### config.mk
export PLATFORM = sky130hd
export DESIGN_NAME = bus_master_port_flat
export DESIGN_NICKNAME = d
export VERILOG_FILES = /design/src/rtl/bus_master_port_if.sv /design/src/rtl/bus_master_port.sv /design/src/flat_wrapper.sv
export SDC_FILE = /design/constraint.sdc
export NUM_CORES = 1
export LEC_CHECK = 0
export CORE_ASPECT_RATIO = 0.8
export CORE_UTILIZATION = 50
export DETAILED_ROUTE_END_ITERATION = 7
export PLACE_DENSITY = 0.78
export RECOVER_POWER = 25
export SETUP_SLACK_MARGIN = 0.3
export SYNTH_ARGS = -nofsm -noshare
export SYNTH_HDL_FRONTEND = slang
export SYNTH_SLANG_ARGS = --single-unit
### constraint.sdc
create_clock -name clk -period 4.6 [get_ports clk]
set_clock_uncertainty 0.15 [all_clocks]
set_input_delay 0.46 -clock clk [delete_from_list [all_inputs] [get_ports clk]]
set_output_delay 0.46 -clock clk [all_outputs]
set_load 0.02 [all_outputs]
### src/rtl/bus_master_port_if.sv
// Serial bus signals between one master port and the arbiter/slave side of the
// 2-master/3-slave bus.
interface bus_master_port_if;
  logic bus_request;
  logic bus_address_valid;
  logic bus_grant;
  logic bus_address;
  logic bus_data;
  logic bus_valid;
  logic bus_write_en;
  logic bus_ready;
  logic bus_data_in;
  logic bus_valid_in;

  modport master (
    output bus_request, bus_address_valid, bus_address, bus_data, bus_valid, bus_write_en,
    input  bus_grant, bus_ready, bus_data_in, bus_valid_in
  );

  modport slave (
    input  bus_request, bus_address_valid, bus_address, bus_data, bus_valid, bus_write_en,
    output bus_grant, bus_ready, bus_data_in, bus_valid_in
  );
endinterface

### src/rtl/bus_master_port.sv
// Master-side transaction sequencer: serialises slave select, address and write data
// MSB-first and deserialises read data. Define BUS_MASTER_TIMEOUT_EN for the wait timeout.
module bus_master_port #(
  parameter int ADDR_W  = 12,
  parameter int DATA_W  = 8,
  parameter int TIMEOUT = 64
) (
  input  logic              clk,
  input  logic              reset,
  input  logic              txn_start,
  input  logic              txn_write,
  input  logic [1:0]        txn_slave,
  input  logic [ADDR_W-1:0] txn_addr,
  input  logic [DATA_W-1:0] txn_wdata,
  output logic              txn_busy,
  output logic              txn_done,
  output logic              txn_error,
  output logic [DATA_W-1:0] txn_rdata,
  bus_master_port_if.master bif
);

  localparam int MAX_W = (ADDR_W > DATA_W) ? ADDR_W : DATA_W;
  localparam int CNT_W = $clog2(MAX_W + 1);
  localparam logic [CNT_W-1:0] SEL_LAST  = CNT_W'(1);
  localparam logic [CNT_W-1:0] ADDR_LAST = CNT_W'(ADDR_W - 1);
  localparam logic [CNT_W-1:0] DATA_LAST = CNT_W'(DATA_W - 1);

  typedef enum logic [2:0] {IDLE, REQ, SEL, WAIT_READY, ADDR, WDATA, RDATA, DONE} state_e;

  state_e            state_q, state_d;
  logic [CNT_W-1:0]  bit_cnt_q, bit_cnt_d;
  logic              write_q, write_d;
  logic [1:0]        slave_q, slave_d;
  logic [ADDR_W-1:0] addr_q, addr_d;
  logic [DATA_W-1:0] wdata_q, wdata_d;
  logic [DATA_W-1:0] rd_shift_q, rd_shift_d;
  logic [DATA_W-1:0] rdata_q, rdata_d;
  logic              error_q, error_d;

  logic [ADDR_W-1:0] addr_sh;
  logic [DATA_W-1:0] wdata_sh;
  logic bus_request, bus_address_valid, bus_address, bus_data, bus_valid, bus_write_en;

  // Originals stay latched so a restart after grant loss can resend everything.
  assign addr_sh  = addr_q << bit_cnt_q;
  assign wdata_sh = wdata_q << bit_cnt_q;

`ifdef BUS_MASTER_TIMEOUT_EN
  localparam int TMO_W = $clog2(TIMEOUT + 1);
  localparam logic [TMO_W-1:0] TMO_LAST = TMO_W'(TIMEOUT - 1);
  logic [TMO_W-1:0] tmo_cnt_q, tmo_cnt_d;
`else
  logic unused_timeout;
  assign unused_timeout = (TIMEOUT != 0);
`endif

  always_comb begin
    state_d           = state_q;
    bit_cnt_d         = bit_cnt_q;
    write_d           = write_q;
    slave_d           = slave_q;
    addr_d            = addr_q;
    wdata_d           = wdata_q;
    rd_shift_d        = rd_shift_q;
    rdata_d           = rdata_q;
    error_d           = 1'b0;
    bus_request       = 1'b0;
    bus_address_valid = 1'b0;
    bus_address       = 1'b0;
    bus_data          = 1'b0;
    bus_valid         = 1'b0;
    bus_write_en      = 1'b0;
    txn_done          = 1'b0;
`ifdef BUS_MASTER_TIMEOUT_EN
    tmo_cnt_d         = '0;
`endif
    case (state_q)
      IDLE: begin
        if (txn_start) begin
          write_d   = txn_write;
          slave_d   = txn_slave;
          addr_d    = txn_addr;
          wdata_d   = txn_wdata;
          bit_cnt_d = '0;
          if (txn_slave == 2'd3) error_d = 1'b1;
          else                   state_d = REQ;
        end
      end
      REQ: begin
        bus_request       = 1'b1;
        bus_address_valid = 1'b1;
        if (bif.bus_grant) begin
          state_d   = SEL;
          bit_cnt_d = '0;
        end
      end
      SEL: begin
        bus_request = 1'b1;
        bus_valid   = 1'b1;
        bus_address = bit_cnt_q[0] ? slave_q[0] : slave_q[1];
        if (bit_cnt_q == SEL_LAST) begin
          state_d   = WAIT_READY;
          bit_cnt_d = '0;
        end else begin
          bit_cnt_d = bit_cnt_q + CNT_W'(1);
        end
      end
      WAIT_READY: begin
        bus_request = 1'b1;
        if (bif.bus_ready) begin
          state_d   = ADDR;
          bit_cnt_d = '0;
        end
      end
      ADDR: begin
        bus_request  = 1'b1;
        bus_valid    = 1'b1;
        bus_write_en = write_q;
        bus_address  = addr_sh[ADDR_W-1];
        if (bit_cnt_q == ADDR_LAST) begin
          state_d   = write_q ? WDATA : RDATA;
          bit_cnt_d = '0;
        end else begin
          bit_cnt_d = bit_cnt_q + CNT_W'(1);
        end
      end
      WDATA: begin
        bus_request  = 1'b1;
        bus_valid    = 1'b1;
        bus_write_en = 1'b1;
        bus_data     = wdata_sh[DATA_W-1];
        if (bit_cnt_q == DATA_LAST) begin
          state_d   = DONE;
          bit_cnt_d = '0;
        end else begin
          bit_cnt_d = bit_cnt_q + CNT_W'(1);
        end
      end
      RDATA: begin
        bus_request = 1'b1;
        if (bif.bus_valid_in) begin
          rd_shift_d = {rd_shift_q[DATA_W-2:0], bif.bus_data_in};
          if (bit_cnt_q == DATA_LAST) begin
            state_d   = DONE;
            bit_cnt_d = '0;
          end else begin
            bit_cnt_d = bit_cnt_q + CNT_W'(1);
          end
        end
      end
      DONE: begin
        txn_done = 1'b1;
        if (!write_q) rdata_d = rd_shift_q;
        state_d = IDLE;
      end
      default: state_d = IDLE;
    endcase

    // Grant loss overrides whatever the state decided, including a final bit.
    if (!bif.bus_grant && (state_q inside {SEL, WAIT_READY, ADDR, WDATA, RDATA})) begin
      state_d    = REQ;
      bit_cnt_d  = '0;
      rd_shift_d = '0;
    end

`ifdef BUS_MASTER_TIMEOUT_EN
    if ((state_q == WAIT_READY || state_q == RDATA) && state_d == state_q) begin
      if (tmo_cnt_q == TMO_LAST) begin
        state_d   = IDLE;
        bit_cnt_d = '0;
        error_d   = 1'b1;
      end else begin
        tmo_cnt_d = tmo_cnt_q + TMO_W'(1);
      end
    end
`endif
  end

  always_ff @(posedge clk) begin
    if (reset) begin
      state_q    <= IDLE;
      bit_cnt_q  <= '0;
      write_q    <= 1'b0;
      slave_q    <= '0;
      addr_q     <= '0;
      wdata_q    <= '0;
      rd_shift_q <= '0;
      rdata_q    <= '0;
      error_q    <= 1'b0;
    end else begin
      state_q    <= state_d;
      bit_cnt_q  <= bit_cnt_d;
      write_q    <= write_d;
      slave_q    <= slave_d;
      addr_q     <= addr_d;
      wdata_q    <= wdata_d;
      rd_shift_q <= rd_shift_d;
      rdata_q    <= rdata_d;
      error_q    <= error_d;
    end
  end

`ifdef BUS_MASTER_TIMEOUT_EN
  always_ff @(posedge clk) begin
    if (reset) tmo_cnt_q <= '0;
    else       tmo_cnt_q <= tmo_cnt_d;
  end
`endif

  assign txn_busy              = (state_q != IDLE);
  assign txn_error             = error_q;
  assign txn_rdata             = rdata_q;
  assign bif.bus_request       = bus_request;
  assign bif.bus_address_valid = bus_address_valid;
  assign bif.bus_address       = bus_address;
  assign bif.bus_data          = bus_data;
  assign bif.bus_valid         = bus_valid;
  assign bif.bus_write_en      = bus_write_en;

endmodule

### src/flat_wrapper.sv
// flat-port wrapper written by rule: the top's interface ports become plain ports
module bus_master_port_flat 
#(
  parameter int ADDR_W  = 12,
  parameter int DATA_W  = 8,
  parameter int TIMEOUT = 64
)
  (clk, reset, txn_start, txn_write, txn_slave, txn_addr, txn_wdata, txn_busy, txn_done, txn_error, txn_rdata, bif_bus_request, bif_bus_address_valid, bif_bus_address, bif_bus_data, bif_bus_valid, bif_bus_write_en, bif_bus_grant, bif_bus_ready, bif_bus_data_in, bif_bus_valid_in);
  bus_master_port_if bif_i ();
  input  logic clk;
  input  logic reset;
  input  logic txn_start;
  input  logic txn_write;
  input  logic [1:0] txn_slave;
  input  logic [ADDR_W-1:0] txn_addr;
  input  logic [DATA_W-1:0] txn_wdata;
  output logic txn_busy;
  output logic txn_done;
  output logic txn_error;
  output logic [DATA_W-1:0] txn_rdata;
  output wire logic [$bits(bif_i.bus_request)-1:0] bif_bus_request;
  output wire logic [$bits(bif_i.bus_address_valid)-1:0] bif_bus_address_valid;
  output wire logic [$bits(bif_i.bus_address)-1:0] bif_bus_address;
  output wire logic [$bits(bif_i.bus_data)-1:0] bif_bus_data;
  output wire logic [$bits(bif_i.bus_valid)-1:0] bif_bus_valid;
  output wire logic [$bits(bif_i.bus_write_en)-1:0] bif_bus_write_en;
  input wire logic [$bits(bif_i.bus_grant)-1:0] bif_bus_grant;
  input wire logic [$bits(bif_i.bus_ready)-1:0] bif_bus_ready;
  input wire logic [$bits(bif_i.bus_data_in)-1:0] bif_bus_data_in;
  input wire logic [$bits(bif_i.bus_valid_in)-1:0] bif_bus_valid_in;
  assign bif_bus_request = bif_i.bus_request;
  assign bif_bus_address_valid = bif_i.bus_address_valid;
  assign bif_bus_address = bif_i.bus_address;
  assign bif_bus_data = bif_i.bus_data;
  assign bif_bus_valid = bif_i.bus_valid;
  assign bif_bus_write_en = bif_i.bus_write_en;
  assign bif_i.bus_grant = bif_bus_grant;
  assign bif_i.bus_ready = bif_bus_ready;
  assign bif_i.bus_data_in = bif_bus_data_in;
  assign bif_i.bus_valid_in = bif_bus_valid_in;
  bus_master_port #(.ADDR_W(ADDR_W), .DATA_W(DATA_W), .TIMEOUT(TIMEOUT)) u_core (.clk(clk), .reset(reset), .txn_start(txn_start), .txn_write(txn_write), .txn_slave(txn_slave), .txn_addr(txn_addr), .txn_wdata(txn_wdata), .txn_busy(txn_busy), .txn_done(txn_done), .txn_error(txn_error), .txn_rdata(txn_rdata), .bif(bif_i));
endmodule
======== Yosys cells after proc, flatten, opt, wreduce, memory -nomap -nowiden ========
Index checks and enable logic that the tools add are counted.
storage, ports and cells
  word-level logic and storage cells ...... 85
  input port bits ......................... 30
  register bits after elaboration ......... 47
  output and inout port bits .............. 17
cells by class
  bitwise operators ....................... 3
  multiplexer cells ....................... 28
  reduce and logical (&&, ||, !) cells .... 16
  shift operators ......................... 2
  $add $sub $neg .......................... 1
  equality and inequality tests ........... 25
operator list
  operator             number
  $mux 4               7
  $pmux 4 s7           1
  $mux 3               8
  $pmux 3 s8           1
  $reduce_and 7->1     2
  $eq 3x3->1 const B   4
  $ne 3x2->1 const B   4
  $shl 12x4->12        1
  $ne 2x2->1 const B   5
  $ne 3x3->1 const B   3
  $mux 1               8
  $shl 8x4->8          1
  $reduce_bool 7->1    1
  $eq 3x2->1 const B   2
  $reduce_and 2->1     3
  $reduce_or 3->1      2
  $reduce_or 6->1      1
  $reduce_and 5->1     1
  $reduce_bool 5->1    1
  $add 4x1->4 const B  1
  $eq 4x1->1 const B   1
  $eq 4x3->1 const B   1
  $eq 4x4->1 const B   1
  $ne 2x1->1 const B   2
  10 further kinds     13

======== Logic depth before layout (Yosys ltp) ========
  word-level depth ........................ 5
  depth in mapped cells ................... 8
  depth with buffers taken out ............ 7

======== Least setup slack after synthesis ========
No wires, ideal clock.
  kind .................................... register to output
  start point ............................. register u_core.bit_cnt_q[0]
  end point ............................... output bif_bus_data
  data required time ...................... 3.990 ns
  arrival ................................. 1.968 ns
  buffers on the path ..................... 1
  slack ................................... 2.022 ns
  stages on the path, launching flop included .. 5
  cell sequence ........................... dfxtp_1 -> buf_2 -> mux4_2 -> nand2_1 -> a2111oi_0
between the ends
  cells in the longest elaborated chain, start to end .. 2
RTL lines
  element                 RTL line                RTL
  start, declared         bus_master_port.sv:31   logic [CNT_W-1:0] bit_cnt_q, bit_cnt_d;
  start signal, assigned  bus_master_port.sv:192  bit_cnt_q <= bit_cnt_d;
  $shl 8x4->8             bus_master_port.sv:46   assign wdata_sh = wdata_q << bit_cnt_q;
  $mux 1                  bus_master_port.sv:77   case (state_q)
  end, declared           flat_wrapper.sv:24      output wire logic [$bits(bif_i.bus_data)-1:0] bif_bus_data;
No other way between the ends.

======== Worst setup path after layout ========
Ends and elaborated chain as after synthesis.

==> impl_results.md <==
- Max-Cap Viols: 0
- Yosys reg bits: between 40 and 50
- Crit path launch type: flop
- Syn avg cell area: 7.94 µm²
- Most frequent cell after synthesis: nand2_1
- EDFF count, synth: 0
- Vias/cell: 5.52
- Die Span Y: approximately 62 µm
- WL/cell: 13.8 µm
- Port Buffers: 46
- Final number of max-transition violations: 0
- DIE AREA: 4780 µm²
- Die width: 77.1 µm
- Row cnt: 21
- Largest net degree at the start of global routing: 36
- Flop pwr share: 0.423
- First-pass GRT wire length: 8490 µm
- # IOs: 47
- Worst hold path type: reg -> reg
- Final worst-path setup slack: 1490 ps
- Max IR drop VDD: 0.286 mV
- Switching power: roughly 480 µW
- Vias: 2,076
- Vias in the first global route: about 1,800
- Final hold violations: 0
- Clock Power Share: 0.201
- Synth-to-layout area growth: 23.1%
- # H-tree levels: 2
- Commonest cells in the netlist: nand2_1, dfxtp_1, a21oi_1
- Post-cts sizing count: 0
- Gr usage total: 0.233
- Post-Route WL: between 5000 and 6000 µm
- Critical Path End Type: output port
- CTS Hold Bufs: 0
- Post-synth cell types: 52
- Gr ovfl total: 0
- Antenna viol nets, final: 0
- Mapped cell area: 2250 µm²
- Core Box Area: around 4300 µm²
- Yosys top cell by area: dfxtp_1
- Data required, critical path: roughly 4000 ps
- LEAKAGE: 0.000986 µW
- Power per Cell Area: around 450 nW/µm²
- GPL Wtd Cong: 0.892
- Switching Share: 0.383
- Status: finished clean
- Residual DRC count: 0
- CTS clock-pin slew for the worst setup and hold paths: 90 ps
- Combinational Power Share: 0.376
- Later-pin clock latency in the skew report: 300 ps
- Worst setup path class: reg -> out
- Pint: 771 µW
- Clock root buffer: clkbuf_8
- Crit path DAT: approximately 2500 ps
- Unrepaired setup endpoints after global routing: no
- Initial antenna violation count: 0
- Max clock buf depth: 2
- Drt first pass iters: 4
- Worst-margin pin slew: 822 ps
- Sink Count: 47
- CTS Buf Count: 5
- Ys async rst share: 0
- Synth warn: 0
- Sum Neg Setup Slack: 0 ps
- CTS tree: yes
- Highest net fanout along the worst path: 11
- Area contributors post-synth: dfxtp_1, nand2_1, a21oi_1, mux4_2, buf_2
- Final period util: 0.676
- Filler instances: around 430
- Syn Nets: 316
- Ant diodes: 0
- Fin crit period: 3110 ps
- Pre-CTS setup slack: between 1500 and 2000 ps
- Synth Flop Type: dfxtp_1
- Initial DRC Count: 172
- Synth top area share: 0.417
- Slew HR: 0.452
- Synthesized instance count: 284
- Dpl hpwl: 3710 µm
- Final setup fails: 0
- Fin nets: 350
- Setup bufs post-CTS: 0
- Sequential fraction of the synthesis area: 0.417
- Starting density of the core: 0.530
- Highest clock rate: ~320 MHz
- Layout cells sized above 1: 0.0752
cell usage in the layout, fill, tap and decap left out, types with 2 or more instances in the layout:
cell type / count
ha_1: 2
inv_1: 8
nand3_1: 4
o21ai_0: 4
a21oi_1: 44
dfxtp_1: 47
or2_1: 3
nor2_1: 8
nor3_1: 4
nand2_1: 90
or2_2: 2
dlygate4sd3_1: 8
clkbuf_8: 5
nor2b_1: 2
and3b_1: 2
o22ai_1: 2
o21ai_1: 4
mux4_2: 5
or3b_1: 2
a31oi_1: 2
clkdlybuf4s50_1: 38
per-stage QoR:
| stage | total power [µW] | area (µm²) | cells | hold WS (ps) | util |
|---|---|---|---|---|---|
| 2_1_floorplan | 876 | 2250 | 284 | 282 | - |
| 3_3_place_gp | 997 | 2690 | 368 | 296 | 0.631 |
| 3_5_place_dp | 1010 | 2690 | 368 | 300 | 0.631 |
| 4_1_cts | 1250 | 2780 | 376 | 312 | 0.652 |
| 5_1_grt | 1330 | 2780 | 376 | 329 | 0.652 |
| 6_report | 1250 | 2780 | 376 | 306 | 0.652 |
area by class of cell:
class | count | area (µm²) | area share
Clock inverter | 2 | 16.3 | 0.00586
Multi-Input combinational cell | 209 | 1180 | 0.424
Inverter | 8 | 30.0 | 0.0108
Timing Repair Buffer | 47 | 468 | 0.169
Sequential cell | 47 | 941 | 0.339
Tap cell | 57 | 71.3 | 0.0257
Clock buffer | 6 | 72.6 | 0.0261
cell families after synthesis:
group / count (synthesis) / share of synthesized area
simple gates: 129 / 0.264
compound gates: 71 / 0.189
flops: 47 / 0.417
buf+inv: 28 / 0.0605
mux: 6 / 0.0544
fa+ha+maj: 2 / 0.0111
xor+xnor: 1 / 0.00389
final timing paths:
| check | to | slack (ps) | cells after the start | from |
|---|---|---|---|---|
| max | bif_bus_data | 1490 | 4 | u_core.bit_cnt_q[0] |
| min | u_core.txn_rdata[2] | 310 | 2 | u_core.txn_rdata[2] |
| min reg2reg | u_core.txn_rdata[2] | 310 | 2 | u_core.txn_rdata[2] |
| max reg2reg | u_core.addr_q[10] | 2340 | 5 | u_core.state_q[1] |
critical path: stages (launching register included):
cell             delay, ps
dfxtp_1                630
mux4_2                 290
nand2_1                 50
a2111oi_0              520
clkdlybuf4s50_1        700
power groups by stage:
stage,clock [µW],sequential [µW],combinational [µW]
2_1_floorplan,0,490,386
3_3_place_gp,0,536,461
3_5_place_dp,0,538,469
4_1_cts,252,528,472
5_1_grt,274,539,520
6_report,251,529,470
registers in the layout, summed over array words and instances, names as in the netlist:
signal             flops
u_core.rd_shift_q      8
u_core.slave_q         2
u_core.txn_error       1
u_core.write_q         1
u_core.wdata_q         8
u_core.bit_cnt_q       4
u_core.addr_q         12
u_core.state_q         3
u_core.txn_rdata       8
layer usage:
metal | global-route usage | share of wire
met3 | 0.0496 | 0.068
met2 | 0.328 | 0.42
met5 | 0 | 0
met4 | 0.0701 | 0.014
met1 | 0.354 | 0.49
Power figures use the tool's default switching activity.
